[src/rtl/ddr_arb_pkg.sv]
// Shared types for the two-port DDR arbiter: FSM state encoding and data width.
package ddr_arb_pkg;

  localparam int DATA_W = 32;

  typedef enum logic [2:0] {
    IDLE  = 3'd0,
    ADDR  = 3'd1,
    WDATA = 3'd2,
    WRESP = 3'd3,
    RDATA = 3'd4
  } arb_state_t;

endpackage

[src/rtl/rr_arbiter2.sv]
// Combinational two-way winner select: a lone requester wins; on contention
// either m0 wins outright (FIXED_PRIO) or the port that did not win last time.
module rr_arbiter2 #(
  parameter int FIXED_PRIO = 0
) (
  input  logic [1:0] req,
  input  logic       last_grant,
  output logic       winner,
  output logic       any_req
);

  always_comb begin
    any_req = |req;
    winner  = 1'b0;
    case (req)
      2'b10:   winner = 1'b1;
      2'b11:   winner = (FIXED_PRIO != 0) ? 1'b0 : ~last_grant;
      default: winner = 1'b0;
    endcase
  end

endmodule

[src/rtl/ddr_port_arbiter.sv]
// Shares the DDR controller's single transaction port between two requesters,
// one whole transaction at a time; only the address is registered.
module ddr_port_arbiter
  import ddr_arb_pkg::*;
#(
  parameter int ADDR_BITS  = 26,
  parameter int FIXED_PRIO = 0
) (
  input  logic                 clk,
  input  logic                 reset,
  input  logic                 m0_arw_valid,
  output logic                 m0_arw_ready,
  input  logic [ADDR_BITS-1:0] m0_arw_addr,
  input  logic [7:0]           m0_arw_len,
  input  logic                 m0_arw_write,
  input  logic                 m0_wvalid,
  output logic                 m0_wready,
  input  logic                 m0_wlast,
  input  logic [DATA_W-1:0]    m0_wdata,
  output logic                 m0_bvalid,
  input  logic                 m0_bready,
  output logic                 m0_rvalid,
  input  logic                 m0_rready,
  output logic                 m0_rlast,
  output logic [DATA_W-1:0]    m0_rdata,
  input  logic                 m1_arw_valid,
  output logic                 m1_arw_ready,
  input  logic [ADDR_BITS-1:0] m1_arw_addr,
  input  logic [7:0]           m1_arw_len,
  input  logic                 m1_arw_write,
  input  logic                 m1_wvalid,
  output logic                 m1_wready,
  input  logic                 m1_wlast,
  input  logic [DATA_W-1:0]    m1_wdata,
  output logic                 m1_bvalid,
  input  logic                 m1_bready,
  output logic                 m1_rvalid,
  input  logic                 m1_rready,
  output logic                 m1_rlast,
  output logic [DATA_W-1:0]    m1_rdata,
  output logic                 ctrl_arw_valid,
  input  logic                 ctrl_arw_ready,
  output logic [ADDR_BITS-1:0] ctrl_arw_addr,
  output logic [7:0]           ctrl_arw_len,
  output logic                 ctrl_arw_write,
  output logic                 ctrl_arw_id,
  output logic                 ctrl_wvalid,
  input  logic                 ctrl_wready,
  output logic                 ctrl_wlast,
  output logic [DATA_W-1:0]    ctrl_wdata,
  input  logic                 ctrl_bvalid,
  output logic                 ctrl_bready,
  input  logic                 ctrl_rvalid,
  output logic                 ctrl_rready,
  input  logic                 ctrl_rlast,
  input  logic [DATA_W-1:0]    ctrl_rdata
);

  arb_state_t             state_reg;
  logic                   grant_reg;
  logic                   last_grant_reg;
  logic [7:0]             beat_cnt_reg;
  logic [ADDR_BITS-1:0]   req_addr_reg;
  logic [7:0]             req_len_reg;
  logic                   req_write_reg;
  logic                   post_reset_reg;

  // Per-port views so the steering logic can be written once per port.
  logic [1:0]             arw_valid_v;
  logic [ADDR_BITS-1:0]   arw_addr_v  [2];
  logic [7:0]             arw_len_v   [2];
  logic [1:0]             arw_write_v;
  logic [1:0]             wvalid_v;
  logic [1:0]             wlast_v;
  logic [DATA_W-1:0]      wdata_v     [2];
  logic [1:0]             bready_v;
  logic [1:0]             rready_v;
  logic [1:0]             arw_ready_v;
  logic [1:0]             wready_v;
  logic [1:0]             bvalid_v;
  logic [1:0]             rvalid_v;
  logic [1:0]             rlast_v;

  assign arw_valid_v   = {m1_arw_valid, m0_arw_valid};
  assign arw_addr_v[0] = m0_arw_addr;
  assign arw_addr_v[1] = m1_arw_addr;
  assign arw_len_v[0]  = m0_arw_len;
  assign arw_len_v[1]  = m1_arw_len;
  assign arw_write_v   = {m1_arw_write, m0_arw_write};
  assign wvalid_v      = {m1_wvalid, m0_wvalid};
  assign wlast_v       = {m1_wlast, m0_wlast};
  assign wdata_v[0]    = m0_wdata;
  assign wdata_v[1]    = m1_wdata;
  assign bready_v      = {m1_bready, m0_bready};
  assign rready_v      = {m1_rready, m0_rready};

  logic winner;
  logic any_req;

  rr_arbiter2 #(.FIXED_PRIO(FIXED_PRIO)) u_sel (
    .req        (arw_valid_v),
    .last_grant (last_grant_reg),
    .winner     (winner),
    .any_req    (any_req)
  );

  // State decodes are forced low during reset so no handshake leaks out.
  logic st_idle, st_addr, st_wdata, st_wresp, st_rdata, accept_ok;
  assign st_idle   = (state_reg == IDLE)  && !reset;
  assign st_addr   = (state_reg == ADDR)  && !reset;
  assign st_wdata  = (state_reg == WDATA) && !reset;
  assign st_wresp  = (state_reg == WRESP) && !reset;
  assign st_rdata  = (state_reg == RDATA) && !reset;
  assign accept_ok = st_idle && !post_reset_reg && any_req;

  genvar gi;
  generate
    for (gi = 0; gi < 2; gi++) begin : g_port
      wire is_granted = (grant_reg == 1'(gi));
      assign arw_ready_v[gi] = accept_ok && arw_valid_v[gi] && (winner == 1'(gi));
      assign wready_v[gi]    = st_wdata && is_granted && ctrl_wready;
      assign bvalid_v[gi]    = st_wresp && is_granted && ctrl_bvalid;
      assign rvalid_v[gi]    = st_rdata && is_granted && ctrl_rvalid;
      assign rlast_v[gi]     = st_rdata && is_granted && ctrl_rvalid && ctrl_rlast;
    end
  endgenerate

  assign m0_arw_ready = arw_ready_v[0];
  assign m1_arw_ready = arw_ready_v[1];
  assign m0_wready    = wready_v[0];
  assign m1_wready    = wready_v[1];
  assign m0_bvalid    = bvalid_v[0];
  assign m1_bvalid    = bvalid_v[1];
  assign m0_rvalid    = rvalid_v[0];
  assign m1_rvalid    = rvalid_v[1];
  assign m0_rlast     = rlast_v[0];
  assign m1_rlast     = rlast_v[1];
  assign m0_rdata     = ctrl_rdata;
  assign m1_rdata     = ctrl_rdata;

  assign ctrl_arw_valid = st_addr;
  assign ctrl_arw_addr  = req_addr_reg;
  assign ctrl_arw_len   = req_len_reg;
  assign ctrl_arw_write = req_write_reg;
  assign ctrl_arw_id    = grant_reg;
  assign ctrl_wvalid    = st_wdata && wvalid_v[grant_reg];
  assign ctrl_wlast     = st_wdata && wlast_v[grant_reg];
  assign ctrl_wdata     = wdata_v[grant_reg];
  assign ctrl_bready    = st_wresp && bready_v[grant_reg];
  assign ctrl_rready    = st_rdata && rready_v[grant_reg];

  logic arw_fire, w_fire;
  assign arw_fire = |arw_ready_v;
  assign w_fire   = ctrl_wvalid && ctrl_wready;

  always_ff @(posedge clk) begin
    if (reset) begin
      state_reg      <= IDLE;
      grant_reg      <= 1'b0;
      last_grant_reg <= 1'b1;
      beat_cnt_reg   <= 8'd0;
      req_addr_reg   <= '0;
      req_len_reg    <= 8'd0;
      req_write_reg  <= 1'b0;
      post_reset_reg <= 1'b1;
    end else begin
      post_reset_reg <= 1'b0;
      case (state_reg)
        IDLE: begin
          if (arw_fire) begin
            req_addr_reg  <= arw_addr_v[winner];
            req_len_reg   <= arw_len_v[winner];
            req_write_reg <= arw_write_v[winner];
            grant_reg     <= winner;
            beat_cnt_reg  <= 8'd0;
            state_reg     <= ADDR;
          end
        end
        ADDR: begin
          if (ctrl_arw_ready) state_reg <= req_write_reg ? WDATA : RDATA;
        end
        WDATA: begin
          // Stop at wlast or after len+1 beats, whichever comes first.
          if (w_fire) begin
            beat_cnt_reg <= beat_cnt_reg + 8'd1;
            if (ctrl_wlast || (beat_cnt_reg == req_len_reg)) state_reg <= WRESP;
          end
        end
        WRESP: begin
          if (ctrl_bvalid && ctrl_bready) begin
            last_grant_reg <= grant_reg;
            state_reg      <= IDLE;
          end
        end
        RDATA: begin
          if (ctrl_rvalid && ctrl_rlast) begin
            last_grant_reg <= grant_reg;
            state_reg      <= IDLE;
          end
        end
        default: state_reg <= IDLE;
      endcase
    end
  end

endmodule

[config.mk]
export PLATFORM = sky130hd
export DESIGN_NAME = ddr_port_arbiter
export DESIGN_NICKNAME = d
export VERILOG_FILES = /design/src/rtl/ddr_arb_pkg.sv /design/src/rtl/rr_arbiter2.sv /design/src/rtl/ddr_port_arbiter.sv
export SDC_FILE = /design/constraint.sdc
export NUM_CORES = 1
export LEC_CHECK = 0
export BUFFER_PORTS_ARGS = -buffer_cell sky130_fd_sc_hd__buf_2
export CAP_MARGIN = 15
export CORE_AREA = 2 2 127 129
export CTS_CLUSTER_SIZE = 20
export DETAILED_ROUTE_END_ITERATION = 12
export DIE_AREA = 0 0 129 131
export SYNTH_ARGS = -nofsm -noshare
export SYNTH_HDL_FRONTEND = slang
export SYNTH_SLANG_ARGS = --single-unit
[constraint.sdc]
create_clock -name clk -period 3 [get_ports clk]
set_clock_uncertainty 0.1 [all_clocks]
set_input_delay 0.6 -clock clk [delete_from_list [all_inputs] [get_ports clk]]
set_output_delay 0.6 -clock clk [all_outputs]
set_load 0.02 [all_outputs]
==> results.yml, run 1 <==
route:
  viasPerCell: 4.295
  post-route-drc-count: 0
  wirelength_mm: 12.10
  vias: 3290
  postRouteAntennaNets: 0
  dr.first_iter.drc_count: 67
  dr.pass1.iters: 4
  wl_per_cell_um: 15.79
synthesis:
  synthCells: 388
  synth_edf_count: 0
  yosysSeqAreaShare_pct: 28.89
  syn_area_per_cell_um2: 8.752
  ys.flop_type: "dfxtp_1"
  syn_nets: 572
  yosysWarningCount: 0
  ys_seq_elements: 49
  synth_cell_types: 43
  synth_area_um2: 3396
  async_reset_ff_share_pct: 0
global_route:
  grt_usage_pct: 13.50
  grt_max_degree: 72
  first_global_vias: 3092
  grt_pass1_wl_mm: 17.08
  grt_overflow: 0
  antenna_found_initial: 6
pwr:
  leakage_nw: 2.074
  ir_drop_uv: 198.3
  powerDensity_nw_per_um2: 442.0
sta:
  setup_viol: 0
  slew_violations: 0
  tightest_slew_ns: 0.5285
  clock.fmax_mhz: 383.2
  final-hold-violation-count: 0
  fin_tns_setup_ns: 0
  period_share_pct: 86.98
  maxSlewHeadroom_pct: 64.72
  rsz0062_at_grt: "false"
  min_period_ns: 2.609
critical_path:
  crit_family: "simple AND/OR/NAND/NOR gates"
  end_kind: "output pin"
  cpPeakStageDelay_ns: 0.43
  worstPathMaxFanout: 3
  arrival_ns: 1.91
  start_kind: "input pin"
  cp_common_cell: "buf_2"
  cp.required_ns: 2.30
  slowest_stage: "or4_1"
  worst-setup-path-type: "input pin to output pin"
  critPathBufInv: 2
  crit_chain: "buf_2 > or3_4 > or4_1 > nor3b_1 > buf_2"
place:
  place_congestion: 0.8349
  hpwl_mm: 10.18
  io_buffers: 233
  placed_area_um2: 4329
floorplan:
  boundaryPins: 330
  die_h_um: 131
  row_count: 46
  start_util_pct: 21.77
  core_um2: 15600
  die_x_um: 129
  dieArea_um2: 16900
clock_tree:
  cts_max_path_buffers: 2
  cts_resized: 0
  cts-root-buf: "clkbuf_16"
  postCtsHoldBufs: 0
  cts_sinks: 49
  post-cts-setup-buffers: 0
  htreeDepth: 2
  path_clk_slew_ns: 0.07
  cts_made_buffers: 5
  cts_tree: "done"
  insertion_delay_ns: 0.29
finish:
  largest_reg_flops: 26
  layout-area-overhead-vs-synth_pct: 32.06
  final_common_cell: "buf_2"
  drive_above_1_share_pct: 52.84
  fin_nets: 728
  n_fill_cell: 1737
  layout_common_cells: "buf_2, dfxtp_1, nor2_1"
  final_cell_area_um2: 4484
hold_path:
  hp-class: "flop to flop"
run_status:
  status: "complete, no violations"
run:
  maxCapViolations: 0
## path summary, 6_finish.rpt
path,slack (ns),start,to,depth (start not counted)
worst max-delay path,0.39,reset,m0_arw_ready,5
worst min-delay path,0.40,ctrl_arw_addr[8]$_SDFFE_PP0P_,ctrl_arw_addr[8]$_SDFFE_PP0P_,2
worst max register to register,0.75,state_reg[1]$_SDFFE_PP0P_,beat_cnt_reg[5]$_SDFFE_PP0P_,4
worst min register to register,0.40,ctrl_arw_addr[8]$_SDFFE_PP0P_,ctrl_arw_addr[8]$_SDFFE_PP0P_,2
## cell usage after synthesis, types with 2 or more instances
master	n	area, um^2
a211o_1	2	17.52
a211oi_1	35	262.8
a21oi_1	6	30.03
a31oi_1	5	31.28
and2_1	2	12.51
and3_1	3	18.77
and4_1	2	17.52
buf_1	2	7.510
buf_2	9	45.04
buf_4	64	480.5
clkbuf_1	16	60.06
dfxtp_1	49	980.9
inv_1	5	18.77
mux2_2	34	382.9
mux2i_1	37	370.4
nand2_1	13	48.80
nand2b_1	3	18.77
nand3_1	12	60.06
nand3b_1	2	15.01
nor2_1	44	165.2
nor2b_1	2	12.51
nor3_1	4	20.02
nor3b_1	3	22.52
nor4_1	2	12.51
o211ai_1	2	15.01
o21ai_0	3	15.01
or3_1	3	18.77
or4_1	2	15.01
xor2_1	8	70.07
## where the power goes
group,internal [mW],switching [mW],total (mW)
registers,0.715,0.0487,0.764
clock network,0.311,0.252,0.563
logic,0.284,0.371,0.655
total,1.31,0.672,1.98
## tightest hold or removal path, delay by kind of cell (launching register included)
family           cells  cell delay, ns
AO/OA/AOI/OAI        1            0.05
AND/OR/NAND/NOR      1            0.09
flip-flops           1            0.31
## cell families after synthesis
logic type,after synthesis,share of synthesized area (%)
AO/OA/AOI/OAI,61,13.01
AND/OR/NAND/NOR,102,15.48
multiplexers,71,22.18
XOR/XNOR,8,2.063
flip-flops,49,28.89
buffers and inverters,96,18.02
adder cells (fa/ha/maj),1,0.3684
## metal layers
metal / track usage, % / share of wire [%] / vias up
met2: 23.31 / 48 / 205
met4: 6.330 / 2.1 / 2
met5: 0 / 0.11 / -
met3: 4.642 / 8.9 / 14
li1: - / - / 1638
met1: 14.98 / 40 / 1431
## stage by stage
stage                     total power [mW]  hold WS [ns]  setup slack (ns)  cells  utilization, %
after global placement               1.436        0.3835            0.4024    753           27.76
final                                1.982        0.3957            0.3906    766           28.75
after floorplan                      1.296        0.3713          0.009895    388               -
after CTS                            2.017        0.3971            0.3848    761           28.67
after detailed placement             1.441        0.3880            0.3948    753           27.76
after global routing                 2.101        0.4211            0.1943    766           28.75
## final cells by class
cell class / instances / area [um^2] / area share [%]
diodes: 5 / 12.51 / 0.2790
clock buffers: 6 / 128.9 / 2.874
clock inverters: 2 / 13.76 / 0.3069
inverters: 5 / 18.77 / 0.4185
multi-input cells: 243 / 1814 / 40.46
flip-flops and latches: 49 / 982.2 / 21.90
well taps: 216 / 270.3 / 6.027
repair buffers: 240 / 1244 / 27.73
(Power assumes the default switching activity.)
==> run 2, diff against run 1 <==
--- a/config.mk
+++ b/config.mk
@@ -5,12 +5,14 @@
 export SDC_FILE = /design/constraint.sdc
 export NUM_CORES = 1
 export LEC_CHECK = 0
+export ABC_AREA = 1
 export BUFFER_PORTS_ARGS = -buffer_cell sky130_fd_sc_hd__buf_2
 export CAP_MARGIN = 15
-export CORE_AREA = 2 2 127 129
+export CORE_AREA = 2 2 128 130
+export CTS_BUF_LIST = sky130_fd_sc_hd__clkbuf_8
 export CTS_CLUSTER_SIZE = 20
 export DETAILED_ROUTE_END_ITERATION = 12
-export DIE_AREA = 0 0 129 131
+export DIE_AREA = 0 0 130 132
 export SYNTH_ARGS = -nofsm -noshare
 export SYNTH_HDL_FRONTEND = slang
 export SYNTH_SLANG_ARGS = --single-unit
==> constraint.sdc (replaced) <==
create_clock -name clk -period 2.95 [get_ports clk]
set_clock_uncertainty 0.1 [all_clocks]
set_input_delay 0.59 -clock clk [delete_from_list [all_inputs] [get_ports clk]]
set_output_delay 0.59 -clock clk [all_outputs]
set_load 0.02 [all_outputs]
==> run 2 against run 1 <==
  * Register-to-register slack improved by 0.23 ns
  * Combinational power increased by 77%
  * Count of clock-buffer cells in the layout shrank 1
  * Non-clock buffer count rose by 1
  * Critical endpoint is now ctrl_bready
  * Largest power group is now combinational cells
  * Highest routed layer is now met4
==> results.yml, run 2 <==
sta:
  slew_violations: 0
  clock.fmax_mhz: 424.7
  worst_slack_ns: 0.5954
  fin_tns_setup_ns: 0
  period_share_pct: 79.82
  final-hold-violation-count: 0
  rsz0062_at_grt: "false"
  setup_viol: 0
  timing.hold.ws_ns: 0.3678
  tightest_slew_ns: 0.4625
  maxSlewHeadroom_pct: 69.17
  min_period_ns: 2.355
floorplan:
  die_x_um: 130
  die_h_um: 132
  start_util_pct: 22.19
  dieArea_um2: 17160
  boundaryPins: 330
  core_um2: 15710
  row_count: 46
finish:
  final_cell_area_um2: 4448
  largest_reg_flops: 26
  final_util_pct: 28.31
  final_common_cell: "buf_2"
  layout_common_cells: "buf_2, nand2_1, nor2_1"
  diodes: 0
  drive_above_1_share_pct: 36.35
  layout-area-overhead-vs-synth_pct: 27.56
  fin_nets: 912
  final_cells: 945
pwr:
  ir_drop_uv: 203.8
  powerDensity_nw_per_um2: 543.2
  finalPower_mw: 2.416
  leakage_nw: 2.400
synthesis:
  synth_cell_types: 28
  yosysWarningCount: 0
  synth_area_um2: 3487
  synth_edf_count: 0
  syn_nets: 757
  syn_area_per_cell_um2: 6.086
  ys.flop_type: "dfxtp_1"
  yosysSeqAreaShare_pct: 28.13
  synth_area_leaders: "dfxtp_1, nand2_1, buf_4"
  synth_common_cells: "nand2_1, nor2_1, buf_4"
  synthCells: 573
  synth_area_leader_cell: "dfxtp_1"
  synth.most_common_cell: "nand2_1"
  yosysTopAreaCellShare_pct: 28.13
  async_reset_ff_share_pct: 0
  ys_seq_elements: 49
global_route:
  grt_overflow: 0
  first_global_vias: 3575
  grt_max_degree: 47
  antenna_found_initial: 0
  grt_usage_pct: 13.53
  grt_pass1_wl_mm: 18.59
route:
  dr.first_iter.drc_count: 151
  post-route-drc-count: 0
  postRouteAntennaNets: 0
  wl_per_cell_um: 12.66
  wirelength_mm: 11.96
  dr.pass1.iters: 4
  viasPerCell: 4.068
  vias: 3844
clock_tree:
  post-cts-setup-buffers: 0
  cts_made_buffers: 5
  cts_tree: "done"
  path_clk_slew_ns: 0.10
  cts_max_path_buffers: 2
  insertion_delay_ns: 0.31
  htreeDepth: 2
  postCtsHoldBufs: 0
  cts-root-buf: "clkbuf_8"
  cts_sinks: 49
  cts_resized: 0
critical_path:
  worstPathMaxFanout: 41
  start_kind: "flop"
  worst-setup-path-type: "flop to output pin"
  worstReg2RegStart: "ctrl_arw_id$_SDFFE_PP0P_"
  end_kind: "output pin"
  r2r_setup_slack_ns: 0.98
  arrival_ns: 1.66
  ff2ff_path_depth: 9
  rr_endpoint: "beat_cnt_reg[4]$_SDFFE_PP0P_"
  cp.required_ns: 2.26
place:
  pre_cts_ws_ns: 0.6607
  place_inst: 937
  hpwl_mm: 9.450
  place_congestion: 0.7944
  placed_area_um2: 4362
  io_buffers: 233
run_status:
  status: "complete, no violations"
hold_path:
  min-delay-start: "ctrl_arw_addr[12]$_SDFFE_PP0P_"
  whs_endpoint: "ctrl_arw_addr[12]$_SDFFE_PP0P_"
  holdPathStages: 2
  hp-class: "flop to flop"
run:
  maxCapViolations: 0
## run 2: cell type report
cell class	instances	area (um^2)
flip-flops and latches	49	980.9
fillers	1737	11260
inverters	29	108.9
repair buffers	241	1239
clock inverters	3	17.52
clock buffers	5	68.82
well taps	216	270.3
multi-input cells	402	1763
## run 2: worst max-delay path by stage
stage / from / to / depth (start not counted) / slack [ns]
5_1_grt: ctrl_arw_id$_SDFFE_PP0P_ / ctrl_bready / 4 / 0.43
2_1_floorplan: reset / m0_arw_ready / 6 / 0.60
6_report: ctrl_arw_id$_SDFFE_PP0P_ / ctrl_bready / 4 / 0.60
3_5_place_dp: reset / m1_arw_ready / 5 / 0.66
3_3_place_gp: reset / m1_arw_ready / 5 / 0.65
4_1_cts: ctrl_arw_id$_SDFFE_PP0P_ / ctrl_bready / 4 / 0.56
## run 2: layer usage
layer  wire (um)  global-route usage, %  vias up
met5           0                      0        -
met4         204                  4.062        0
met3         807                  3.653       24
met2        5430                  21.23      154
met1        5519                  18.06     1629
li1            -                      -     2037
## run 2: worst max-delay path, cell delays in order, from the launching register on
cell,delay [ns]
dfxtp_1,0.35
buf_4,0.38
nor2_1,0.15
nor3_1,0.26
buf_2,0.22
## run 2: kinds of logic after synthesis
family | after synthesis | synth area share, %
buffers and inverters | 122 | 21.38
flip-flops | 49 | 28.13
AO/OA/AOI/OAI | 95 | 13.81
AND/OR/NAND/NOR | 301 | 35.06
adder cells (fa/ha/maj) | 1 | 0.3588
XOR/XNOR | 5 | 1.256
## run 2: power breakdown
group	internal [mW]	switching, mW	leakage, nW	total (mW)
clock network	0.167	0.249	0.0497	0.415
registers	0.754	0.0857	0.399	0.840
logic	0.420	0.741	1.95	1.16
total	1.34	1.08	2.40	2.42
